$ cat src/rtl/vend_coin_tx.sv
// vend_coin_tx: greedy coin transmitter feeding a vend FSM, with a configurable idle gap between coins.
module vend_coin_tx #(
   parameter int GAP = 1
) (
   input  logic       Clk,
   input  logic       Reset,
   input  logic       Start,
   input  logic [3:0] Amount,
   output logic [1:0] D_out,
   output logic       Busy,
   output logic       Done,
   output logic [3:0] Coin_cnt
);
   typedef enum logic [1:0] {S_IDLE, S_COIN, S_GAP, S_DONE} state_t;
   localparam logic [2:0] GAP_LAST = 3'(GAP - 1);
   localparam logic       GAP_ZERO = (GAP == 0);
   state_t     r_state, w_next;
   logic [3:0] r_remain, r_cnt, w_dec, w_remain_nxt;
   logic [2:0] r_gap_cnt;
   // COIN is only entered with remain>=1, so this subtraction cannot underflow
   assign w_dec        = (r_remain >= 4'd2) ? 4'd2 : {3'b000, |r_remain};
   assign w_remain_nxt = r_remain - w_dec;
   always_ff @(posedge Clk or posedge Reset) begin
      if (Reset) r_state <= S_IDLE;
      else       r_state <= w_next;
   end
   always_ff @(posedge Clk or posedge Reset) begin
      if (Reset) begin
         r_remain  <= 4'd0;
         r_cnt     <= 4'd0;
         r_gap_cnt <= 3'd0;
      end else if (r_state == S_IDLE && Start) begin
         r_remain <= Amount;
         r_cnt    <= 4'd0;
      end else if (r_state == S_COIN) begin
         r_remain  <= w_remain_nxt;
         r_cnt     <= r_cnt + 4'd1;
         r_gap_cnt <= 3'd0;
      end else if (r_state == S_GAP) begin
         r_gap_cnt <= r_gap_cnt + 3'd1;
      end
   end
   always_comb begin
      w_next = r_state;
      unique case (r_state)
         S_IDLE: w_next = !Start ? S_IDLE : (Amount != 4'd0) ? S_COIN : S_DONE;
         S_COIN: w_next = (w_remain_nxt == 4'd0) ? S_DONE : GAP_ZERO ? S_COIN : S_GAP;
         S_GAP:  w_next = (r_gap_cnt == GAP_LAST) ? S_COIN : S_GAP;
         S_DONE: w_next = S_IDLE;
      endcase
   end
   always_comb begin
      D_out    = (r_state != S_COIN) ? 2'b00 : (r_remain >= 4'd2) ? 2'b10 : (r_remain == 4'd1) ? 2'b01 : 2'b00;
      Busy     = (r_state != S_IDLE);
      Done     = (r_state == S_DONE);
      Coin_cnt = r_cnt;
   end
endmodule

$ cat config.mk
export PLATFORM = sky130hd
export DESIGN_NAME = vend_coin_tx
export DESIGN_NICKNAME = d
export VERILOG_FILES = /design/src/rtl/vend_coin_tx.sv
export SDC_FILE = /design/constraint.sdc
export NUM_CORES = 1
export LEC_CHECK = 0
export ABC_CLOCK_PERIOD_IN_PS = 2350
export CORE_UTILIZATION = 40
export DETAILED_ROUTE_END_ITERATION = 8
export PLACE_DENSITY = 0.73
export SETUP_SLACK_MARGIN = 0.15
export SLEW_MARGIN = 20
export SYNTH_ARGS = -nofsm -noshare
export SYNTH_HDL_FRONTEND = slang
export SYNTH_SLANG_ARGS = --single-unit
$ cat constraint.sdc
create_clock -name Clk -period 2.35 [get_ports Clk]
set_clock_uncertainty 0.15 [all_clocks]
set_input_delay 0.47 -clock Clk [delete_from_list [all_inputs] [get_ports Clk]]
set_output_delay 0.47 -clock Clk [all_outputs]
set_load 0.005 [all_outputs]
## Word-level counts from Yosys, hierarchy flattened

Index checks and enable logic that the tools add are counted.

- Bitwise gates (word level): 1
- Add/subtract/negate cells: 3
- Eq/ne operators: 5
- Reduce and logical (&&, ||, !) cells: 10
- Muxes and demuxes: 15
- Order comparisons: 1

Operators with widths:

| cell | count |
|---|---|
| two-way mux 4 bit | 4 |
| two-way mux 2 bit | 6 |
| one-hot mux 2 bit (4 select lines) | 1 |
| two-way mux 3 bit | 2 |
| nonzero test 2 bit | 3 |
| adder 4 x 1 -> 4 bit (second input constant) | 1 |
| == test 2 bit (second input constant) | 2 |
| == test 4 x 1 -> 1 bit (second input constant) | 1 |
| greater-or-equal comparator 4 x 2 -> 1 bit (second input constant) | 1 |
| logical NOT 4 bit | 1 |
| nonzero test 4 bit | 1 |
| OR reduction 4 bit | 1 |
| subtractor 4 x 2 -> 4 bit | 1 |
| adder 3 x 1 -> 3 bit (second input constant) | 1 |
| logical NOT 3 bit | 1 |
| == test 2 x 1 -> 1 bit (second input constant) | 1 |
| logical NOT 2 bit | 1 |
| two-way mux 1 bit | 2 |
| != test 2 x 1 -> 1 bit (second input constant) | 1 |
| AND reduction 2 bit | 1 |
| logical AND 1 bit | 1 |
| inverter 1 bit | 1 |

- Output and inout bits: 8
- Bits of input ports: 7
- Bits in registers: 13
- Word-level logic and storage cells: 39

## Longest topological paths before layout

- Depth in word-level cells: 6
- Depth in mapped cells: 8
- Depth with buffers taken out: 8

## Least setup slack after synthesis

OpenSTA, ideal clock, no wires.

- Path kind: reg-to-reg
- Start: register r_remain[2]
- End: register r_remain[1]
- Stages on the path, launching flop included: 8
- Data arrival time: 1.923 ns
- Required time: 2.117 ns
- Clock period less this slack: 2.156 ns
- Slack: 0.194 ns
- Buffers on the path: 0
- Library setup time: 0.083 ns
- Cell sequence: dfrtp_1 nor3_1 inv_1 nor2_1 ha_1 fa_1 mux2_2 o21ai_0

- Longest elaborated chain between the ends: 5
- Elaborated cells on any way between the ends: 6
- Those cells by class: add/sub (1); order compare (1); mux (3); reduce/logical (1)

RTL lines:

| item | line | RTL |
|---|---|---|
| start, declared | 18 | `logic [3:0] r_remain, r_cnt, w_dec, w_remain_nxt;` |
| start signal, assigned | 33 | `r_remain <= Amount;` |
| start signal, assigned | 36 | `r_remain <= w_remain_nxt;` |
| greater-or-equal comparator 4 x 2 -> 1 bit or OR reduction 4 bit (tied branches) | 21 | `assign w_dec = (r_remain >= 4'd2) ? 4'd2 : {3'b000, \|r_remain};` |
| two-way mux 2 bit (*) | 21 |  |
| subtractor 4 x 2 -> 4 bit (*) | 22 | `assign w_remain_nxt = r_remain - w_dec;` |
| two-way mux 4 bit (*) | 35 | `end else if (r_state == S_COIN) begin` |
| two-way mux 4 bit (*) | 32 | `end else if (r_state == S_IDLE && Start) begin` |

Every way passes the cells marked *; elsewhere a longest branch is shown, timed or not. The select of a mux whose other input is x is not followed.
A chain may end at the register's enable or synchronous reset.

## Worst setup path after layout

- Start: register r_state[0]
- End: output port Busy

- Longest elaborated chain between the ends: 1

RTL lines:

| item | line | RTL |
|---|---|---|
| start, declared | 17 | `state_t r_state, w_next;` |
| start signal, assigned | 25 | `else r_state <= w_next;` |
| nonzero test 2 bit | 54 | `Busy = (r_state != S_IDLE);` |
| end, declared | 10 | `output logic Busy,` |

Every way passes these cells.

==> results.txt <==
maximum vdd ir drop: 0.000799 V
Die Area: 2270 µm²
Hold Vio Cnt, Final: 0
setup repair after global routing missed its margin: no
commonest non-fill, non-tap cells in the layout: dfrtp_1, clkdlybuf4s50_1, inv_1, ha_1, nand2_1
die width: 47.6 µm
Worst Path Required: 1.73 ns
clock sinks: 13
share of layout cells above drive strength 1: 13.9%
#FFs+latches synth: 13
reported net switching power: 555 µW
final setup fails: 0
DRT antenna net count: 0
final non-filler cell total: 135
Post-CTS Hold Buffers: 0
Avg Cell Area, Syn: 9.58 µm²
Inserted Clock Buffers: 3
vias in the first global route: 582
Final nets: 127
DR pass1 iterations: 4
Cells after Synth: 87
Fin Setup TNS: 0 ns
crit-path max FO: 3
startpoint class of the critical path: register
status: finished, final reports clean
row cnt: 16
clock buffer depth: 2
P_int: 774 µW
n_diodes: 0
clock root buffer master: clkbuf_4
Netlist cell types: 29
register share of total power: 28.9%
total gr overflow: 0
Worst-Skew Late Latency: 0.27 ns
Layout area overhead: 28.1%
wire per inst: 11.2 µm
Setup CP Type: register to output port
maxcap violations: 0
LEAKAGE: 0.000486 µW
WP data arrival: 1.47 ns
io pins: 15
first-pass GRT wire length: 2390 µm
height of the chip: 47.6 µm
Filler cells: 202
antenna violations before repair: 0
ratio of final minimum period to clock period: 89.1%
IO buf count: 14
worst path cell trace: inv_2 > ha_1 > inv_1 > clkdlybuf4s50_1
Max Fclk: 477 MHz
Sw Ratio: 41.8%
slowest CP cell: clkdlybuf4s50_1
DR DRC count: 0
Cells after DPL: 129
Synth Net Count: 105
final WL: 1510 µm
power density cells: 1250 nW/µm²
RePlAce Congestion: 0.721
TritonCTS clock tree: yes
DR vias: 645
Final Max Slew Viols: 0
max_slew headroom: 65.4%
Tot GR Track Use: 15.8%
Top delay family on crit path: buffers and inverters
Tmin final: 2.09 ns
vias per inst: 4.78
CTS clk-pin slew, worst paths: 0.08 ns
min-delay worst type: input port to asynchronous set/reset pin
DPL Wire Length: 1190 µm
number of synthesis warnings: 0
Clock power frac: 10.3%
H-Tree Depth: 1
share of the yosys chip area belonging to registers: 39.0%
Initial Util: 42.5%
CP peak stage delay: 0.49 ns
slack of the worst reg-to-reg path: 0.31 ns
Buf/Inv on CP: 3
power share of the combinational group: 60.8%
core footprint: 1960 µm²
worst slew pin tran: 0.518 ns
cell area after synthesis: 833 µm²
CP endpoint kind: output port
commonest non-fill, non-tap cell in the layout: dfrtp_1
pin count of the biggest net entering global routing: 14
DR iter-0 viols: 11
==> state kept, by name (all words and copies together) (netlist names) <==
| register | count |
|---|---|
| r_state | 2 |
| r_gap_cnt | 3 |
| r_remain | 4 |
| Coin_cnt | 4 |
==> power by group through the flow <==
stage,Sequential (µW),Clock (µW),Combinational (µW)
5_1_grt,400,149,911
3_3_place_gp,383,0,760
6_report,384,138,808
2_1_floorplan,386,0,541
3_5_place_dp,386,0,790
4_1_cts,382,145,802
==> routing by layer <==
metal	GRT usage, %	vias up	wire length (µm)
met5	0	-	0
met4	8.33	0	22
met3	2.26	4	61
met2	25.5	13	749
met1	20.4	295	681
li1	-	333	-
==> Yosys cell counts, drive strengths merged <==
| cell type | number | area, µm² |
|---|---|---|
| a2111oi | 1 | 27.5 |
| xor2 | 5 | 43.8 |
| nand4b | 1 | 8.76 |
| buf | 1 | 5.00 |
| o31ai | 1 | 7.51 |
| nor3 | 2 | 10.0 |
| o22ai | 1 | 6.26 |
| a211oi | 1 | 7.51 |
| a21oi | 2 | 10.0 |
| mux2 | 1 | 11.3 |
| fa | 1 | 20.0 |
| xnor2 | 2 | 17.5 |
| nand2b | 1 | 6.26 |
| ha | 10 | 125 |
| inv | 12 | 45.0 |
| nand4 | 1 | 6.26 |
| mux2i | 1 | 10.0 |
| nor3b | 1 | 7.51 |
| o2bb2ai | 1 | 8.76 |
| nor2 | 6 | 22.5 |
| dfrtp | 13 | 325 |
| nor4 | 1 | 6.26 |
| and2 | 1 | 6.26 |
| nand2 | 8 | 30.0 |
| nand3 | 3 | 15.0 |
| clkbuf | 1 | 3.75 |
| o21ai | 8 | 40.0 |
==> cells by family after synthesis <==
kind of cell | Yosys count | share of synthesized area (%)
XOR/XNOR | 7 | 7.36
flip-flops | 13 | 39.0
AO/OA/AOI/OAI | 15 | 12.9
multiplexers | 2 | 2.55
adder cells (fa/ha/maj) | 11 | 17.4
buffers and inverters | 14 | 6.46
AND/OR/NAND/NOR | 25 | 14.3
==> stage by stage <==
step | worst slack [ns] | utilization (%) | cell area (µm²) | hold slack, ns | total power (µW)
2_1_floorplan | 0.194 | - | 833 | 0.197 | 928
3_3_place_gp | 0.221 | 52.0 | 1020 | 0.384 | 1140
3_5_place_dp | 0.196 | 52.0 | 1020 | 0.383 | 1180
4_1_cts | 0.173 | 53.8 | 1050 | 0.390 | 1330
5_1_grt | 0.170 | 54.4 | 1070 | 0.439 | 1460
6_report | 0.255 | 54.4 | 1070 | 0.373 | 1330
==> worst register-to-register path, cell delays in order, from the launching register on <==
cell and delay, ns:
dfrtp_1 0.40, nor3_2 0.20, inv_1 0.11, nor2_1 0.10, ha_1 0.18, fa_1 0.43, mux2_2 0.27, o21ai_1 0.12
==> final cells by class <==
cell class              instances  area, µm²  area share [%]
well taps                      27       33.8            3.17
repair buffers                 19        175            16.4
inverters                      12       45.0            4.22
multi-input cells              60        462            43.3
flip-flops and latches         13        325            30.5
clock buffers                   4       26.3            2.46
==> final timing paths <==
check,start,end,cells past startpoint
min,Reset,r_remain[2]$_DFFE_PP0P_,2
min in group Clk,Coin_cnt[3]$_DFFE_PP0P_,Coin_cnt[3]$_DFFE_PP0P_,2
max reg2reg,r_remain[1]$_DFFE_PP0P_,r_remain[1]$_DFFE_PP0P_,7
max,r_state[0]$_DFF_PP0_,Busy,4
min reg2reg,Coin_cnt[3]$_DFFE_PP0P_,Coin_cnt[3]$_DFFE_PP0P_,2
max in group asynchronous,Reset,r_gap_cnt[2]$_DFFE_PP0P_,2
==> timing repair <==
action,CTS,global route
resized for setup,4,3
pin swaps,0,1
buffers inserted,1,1
setup endpoints to repair,2,2
endpoints found under the hold margin,0,0
(Power assumes the default switching activity.)
